`src/rtl/uart_pkg.sv`:
```
// Shared types and constants for the UART transmit scheduler.
package uart_pkg;

    localparam int BYTE_W        = 8;
    localparam int DEF_GAP_TICKS = 2;
    localparam int DEF_TIMEOUT   = 200000;

    typedef enum logic [1:0] {
        IDLE = 2'd0,
        WAIT = 2'd1,
        GAP  = 2'd2
    } sched_state_t;

endpackage

```
`src/rtl/rr_pick.sv`:
```
// Rotating-priority picker: first set request bit at or above ptr, wrapping.
module rr_pick #(
    parameter int N_REQ = 4
) (
    input  logic [N_REQ-1:0]         req,
    input  logic [$clog2(N_REQ)-1:0] ptr,
    output logic [$clog2(N_REQ)-1:0] winner,
    output logic                     any
);

    localparam int PW  = $clog2(N_REQ);
    localparam int PW1 = PW + 1;

    // One spare bit so ptr+i can exceed N_REQ-1 before the modulo fold.
    logic [PW:0] idx;

    always_comb begin
        winner = '0;
        any    = 1'b0;
        idx    = '0;
        for (int i = 0; i < N_REQ; i++) begin
            idx = {1'b0, ptr} + PW1'(i);
            if (idx >= PW1'(N_REQ)) begin
                idx = idx - PW1'(N_REQ);
            end
            if (!any && req[idx[PW-1:0]]) begin
                any    = 1'b1;
                winner = idx[PW-1:0];
            end
        end
    end

endmodule

```
`src/rtl/uart_tx_sched.sv`:
```
// Round-robin scheduler sharing one UART byte transmitter among N_REQ clients,
// with post-frame idle gap in baud ticks and a watchdog on hung frames.
module uart_tx_sched
    import uart_pkg::*;
#(
    parameter int N_REQ     = 4,
    parameter int GAP_TICKS = DEF_GAP_TICKS,
    parameter int TIMEOUT   = DEF_TIMEOUT
) (
    input  logic                      clk,
    input  logic                      reset,
    input  logic [N_REQ-1:0]          req,
    input  logic [BYTE_W*N_REQ-1:0]   data,
    output logic [N_REQ-1:0]          ack,
    output logic [N_REQ-1:0]          done,
    output logic                      tx_start,
    output logic [BYTE_W-1:0]         tx_data,
    input  logic                      tx_done,
    input  logic                      baud_tick,
    output logic [$clog2(N_REQ)-1:0]  owner,
    output logic                      busy,
    output logic                      timeout_err
);

    localparam int PW = $clog2(N_REQ);
    localparam int WW = $clog2(TIMEOUT + 1);
    localparam int GW = (GAP_TICKS > 0) ? $clog2(GAP_TICKS + 1) : 1;

    localparam logic [WW-1:0] WD_LAST  = WW'(TIMEOUT - 1);
    localparam logic [WW-1:0] WD_MAX   = WW'(TIMEOUT);
    localparam logic [GW-1:0] GAP_LAST = GW'((GAP_TICKS > 0) ? GAP_TICKS - 1 : 0);
    localparam sched_state_t  AFTER_WAIT = (GAP_TICKS > 0) ? GAP : IDLE;

    sched_state_t      state_q, state_d;
    logic [PW-1:0]     ptr_q, ptr_d;
    logic [PW-1:0]     owner_q, owner_d;
    logic [BYTE_W-1:0] txd_q, txd_d;
    logic [N_REQ-1:0]  ack_q, ack_d;
    logic [N_REQ-1:0]  done_q, done_d;
    logic              start_q, start_d;
    logic              terr_q, terr_d;
    logic [WW-1:0]     wd_q, wd_d;
    logic [GW-1:0]     gap_q, gap_d;

    logic [PW-1:0]     winner;
    logic              any;

    rr_pick #(.N_REQ(N_REQ)) u_pick (
        .req    (req),
        .ptr    (ptr_q),
        .winner (winner),
        .any    (any)
    );

    always_ff @(posedge clk or negedge reset) begin
        if (!reset) begin
            state_q <= IDLE;
            ptr_q   <= '0;
            owner_q <= '0;
            txd_q   <= '0;
            ack_q   <= '0;
            done_q  <= '0;
            start_q <= 1'b0;
            terr_q  <= 1'b0;
            wd_q    <= '0;
            gap_q   <= '0;
        end else begin
            state_q <= state_d;
            ptr_q   <= ptr_d;
            owner_q <= owner_d;
            txd_q   <= txd_d;
            ack_q   <= ack_d;
            done_q  <= done_d;
            start_q <= start_d;
            terr_q  <= terr_d;
            wd_q    <= wd_d;
            gap_q   <= gap_d;
        end
    end

    always_comb begin
        state_d = state_q;
        ptr_d   = ptr_q;
        owner_d = owner_q;
        txd_d   = txd_q;
        ack_d   = '0;
        done_d  = '0;
        start_d = 1'b0;
        terr_d  = 1'b0;
        wd_d    = wd_q;
        gap_d   = gap_q;
        case (state_q)
            IDLE: begin
                if (any) begin
                    ack_d[winner] = 1'b1;
                    start_d       = 1'b1;
                    txd_d         = data[winner*BYTE_W +: BYTE_W];
                    owner_d       = winner;
                    if (winner == PW'(N_REQ - 1)) begin
                        ptr_d = '0;
                    end else begin
                        ptr_d = winner + 1'b1;
                    end
                    wd_d    = '0;
                    state_d = WAIT;
                end
            end
            WAIT: begin
                // A frame end on the expiry cycle counts as success.
                if (tx_done) begin
                    done_d[owner_q] = 1'b1;
                    gap_d           = '0;
                    state_d         = AFTER_WAIT;
                end else if (wd_q == WD_LAST) begin
                    terr_d  = 1'b1;
                    gap_d   = '0;
                    state_d = AFTER_WAIT;
                end else if (wd_q != WD_MAX) begin
                    wd_d = wd_q + 1'b1;
                end
            end
            GAP: begin
                if (baud_tick) begin
                    if (gap_q == GAP_LAST) begin
                        state_d = IDLE;
                    end else begin
                        gap_d = gap_q + 1'b1;
                    end
                end
            end
            default: state_d = IDLE;
        endcase
    end

    assign ack         = ack_q;
    assign done        = done_q;
    assign tx_start    = start_q;
    assign tx_data     = txd_q;
    assign owner       = owner_q;
    assign timeout_err = terr_q;
    assign busy        = (state_q != IDLE);

endmodule

```
`config.mk`:
```
export PLATFORM = sky130hd
export DESIGN_NAME = uart_tx_sched
export DESIGN_NICKNAME = d
export VERILOG_FILES = /design/src/rtl/uart_pkg.sv /design/src/rtl/rr_pick.sv /design/src/rtl/uart_tx_sched.sv
export SDC_FILE = /design/constraint.sdc
export NUM_CORES = 1
export LEC_CHECK = 0
export CAP_MARGIN = 0
export CORE_MARGIN = 3
export CORE_UTILIZATION = 53
export CTS_CLUSTER_SIZE = 25
export DETAILED_ROUTE_END_ITERATION = 10
export PLACE_DENSITY = 0.86
export SKIP_CTS_REPAIR_TIMING = 1
export SYNTH_ARGS = -nofsm -noshare
export SYNTH_HDL_FRONTEND = slang
export SYNTH_SLANG_ARGS = --single-unit
```
`constraint.sdc`:
```
create_clock -name clk -period 3.2 [get_ports clk]
set_input_delay 0.8 -clock clk [delete_from_list [all_inputs] [get_ports clk]]
set_output_delay 0.8 -clock clk [all_outputs]
set_load 0.02 [all_outputs]
```
==> metrics <==
Ys Warns=0; Overflow after GRT=0; WL met1=approximately 2600 µm; minimum clock period=2.49 ns; drt drc=0; MaxCap Viol Count=0; Final Non-Filler Cells=between 300 and 400; Synth Area in Compound Gates=19.0%; Placed Cells incl. Taps=362; Worst Path Required=3.38 ns; peak supply drop=~470 µV; CP max stage cell=clkdlybuf4s50_1; EDFF count, synth=0; Total Power=roughly 2300 µW; Layout Nets=361; #FFs+latches synth=44; Startpoint Class=input pin; sequential element share of the synthesized area=about 44%; Clock Skews=0.00895 ns; core area=4470 µm²; Distinct cells, synth=48; antenna-violating nets left=0; most frequent cells in the layout=59 x clkdlybuf4s50_1, 44 x dfrtp_1, 33 x nand2_1, 14 x o21ai_0, 13 x inv_1; max_slew headroom=33.1%; CP Buf/Inv Count=2; P&R area growth vs syn=27.6%; gpl congestion=approximately 0.9; fin. max-slew vios=0; Ports=61; worst-margin pin slew=between 1 and 1.5 ns; crit path from=req[2]; first-pass GRT wire length=about 9400 µm; Reg clk slew, reported paths=0.08 ns; 1st-iter DRT viols=137; outcome=finished clean; CTS buffer count=5; Final TNS setup=0 ns; CP most frequent cell=nand2_1; largest family of logic cells by synthesized area=simple AND/OR/NAND/NOR gates; FF-to-FF Start=wd_q[3]; worst path cell trace=clkdlybuf4s50_1 -> mux2i_1 -> or2_1 -> nand3_2 -> inv_1 -> ha_1 -> nand2_1 -> nand2_1; vias=2224; CP Class=input pin to flop; mux share of post-synthesis cell area=under 10%; share of layout cells above drive strength 1=6.60%; IO buf count=60; Root Driver=clkbuf_8; area share of the largest cell type after synthesis=43.9%; # clock sinks=44; Worst R2R End=wd_q[13]; DIE HEIGHT=74.8 µm; HPWL after detailed placement=4370 µm; Synth Flop Type=dfrtp_1; crit-path max cell delay=0.47 ns; vias in the first global route=2051; largest net degree at the start of global routing=45; Worst Hold Path EP=tx_data[5]; Syn Inst Count=263; Max FO, Critical Path=12; Max clock buf depth=2; DRT Wirelength=6010 µm; wire per inst=16.2 µm; highest metal used=met4; number of core rows=24; routed wl met2=3030 µm; GR Util All Layers=22.2%; Hold WC Path Type=flop to flop; Critical Path End Type=flop; Final Hold Fails=0; Pwr Density=708 nW/µm²; simple-gate portion of the synthesized area=24.6%; RSZ-0062 raised after global routing=no; Post-synth ARST share=between 90% and 100%; drt pass-1 iters=4; clk_lat worst skew=0.30 ns; chip width=74.8 µm; XOR/XNOR Fraction of Synth Area=0%; hold path start=tx_data[5]; Filler cells=335; Worst path top cell family by delay=simple AND/OR/NAND/NOR gates; TritonCTS clock tree=built; CP arrival=2.67 ns; Static Leak=approximately 0.0013 µW; final setup vio count=0; Area contributors post-synth=dfrtp_1 44%, nand2_1 4.9%, mux2i_1 4.4%, o31a_1 3.1%, or4_1 3.0%; Register Area=1100 µm²; hold depth=2; initial antenna violation count=0; FMAX=402 MHz; Period Utilization, post-route=77.8%; initial core utilization=a little under three fifths; Syn Nets=307; Synth Area in Adders=2.00%; R2R cell count=5; routed length on met3=197 µm; setup slack, reg-to-reg=0.77 ns; Die ar.=~5600 µm²; most common cell after layout, fill and taps aside=clkdlybuf4s50_1; area of the multi-input gates=1260 µm²; ANT cells=0; Cell Area, Synth=approximately 2500 µm²; Mean Syn Cell Area=9.53 µm²; H-tree depth=2; leading area contributor after synthesis=dfrtp_1; Vias per Instance=6.01
## cell type report
cell class                      instances  share of cell area [%]
Timing Repair Buffer                   61                    18.9
Clock buffer                            5                    2.15
Tap cell                               52                    2.04
Multi-Input combinational cell        191                    39.5
Sequential cell                        44                    34.4
Inverter                               14                    1.64
Clock inverter                          3                    1.33
## worst max-delay path by stage
| stage | to | cells after the start |
|---|---|---|
| floorplan | ptr_q[1] | 9 |
| global placement | ptr_q[1] | 8 |
| detailed placement | ptr_q[1] | 8 |
| CTS | busy | 2 |
| global route | wd_q[13] | 5 |
| finish | ptr_q[1] | 8 |
## cell families after synthesis
logic type	count (synthesis)
and+or+nand+nor	107
buffers and inverters	28
adders and majority gates	4
DFF	44
muxes	12
AOI/OAI and AO/OA	68
## where the power goes
part	total, µW	switching (µW)	internal, µW	leakage, µW
Clock	417	186	231	0.0000541
Combinational	1030	593	440	0.000690
Sequential	813	120	693	0.000585
Total	2260	899	1360	0.00133
## flip-flops by register name, summed over array words and instances, names as in the netlist
name	flops
ptr_q	2
done	4
state_q	2
wd_q	18
owner	2
ack	4
tx_data	8
timeout_err	1
tx_start	1
gap_q	2
## metal layers
| layer | vias up | GRT usage [%] |
|---|---|---|
| met5 | - | 0 |
| met4 | 0 | 10.1 |
| li1 | 1085 | - |
| met2 | 64 | 36.2 |
| met3 | 12 | 3.07 |
| met1 | 1063 | 29.3 |
## tightest hold or removal path: cells and delay by family, from the launching register on
kind	cells	cell delay (ns)
AOI/OAI and AO/OA	1	0.06
DFF	1	0.35
and+or+nand+nor	1	0.05
## Yosys cell counts (all sizes together) (4+ instances only)
| library cell | count |
|---|---|
| nor3 | 8 |
| o31ai | 8 |
| o21ai | 16 |
| ha | 4 |
| mux2i | 11 |
| dfrtp | 44 |
| o211ai | 6 |
| and3 | 4 |
| nand2 | 33 |
| buf | 8 |
| o311ai | 8 |
| o31a | 9 |
| clkbuf | 6 |
| nor2b | 4 |
| and4 | 8 |
| a21oi | 13 |
| inv | 14 |
| nand3 | 9 |
| or2 | 5 |
| or4 | 10 |
| nor2 | 6 |
## stage by stage
stage	area (µm²)	utilization, %	setup slack (ns)	hold WS (ns)
final	3200	71.4	0.712	0.487
after global routing	3200	71.4	0.509	0.515
after CTS	3200	71.4	0.718	0.491
after detailed placement	3090	69.0	0.415	0.473
after global placement	3090	69.0	0.463	0.468
after floorplan	2510	-	1.10	0.474
Power figures use the tool's default switching activity.
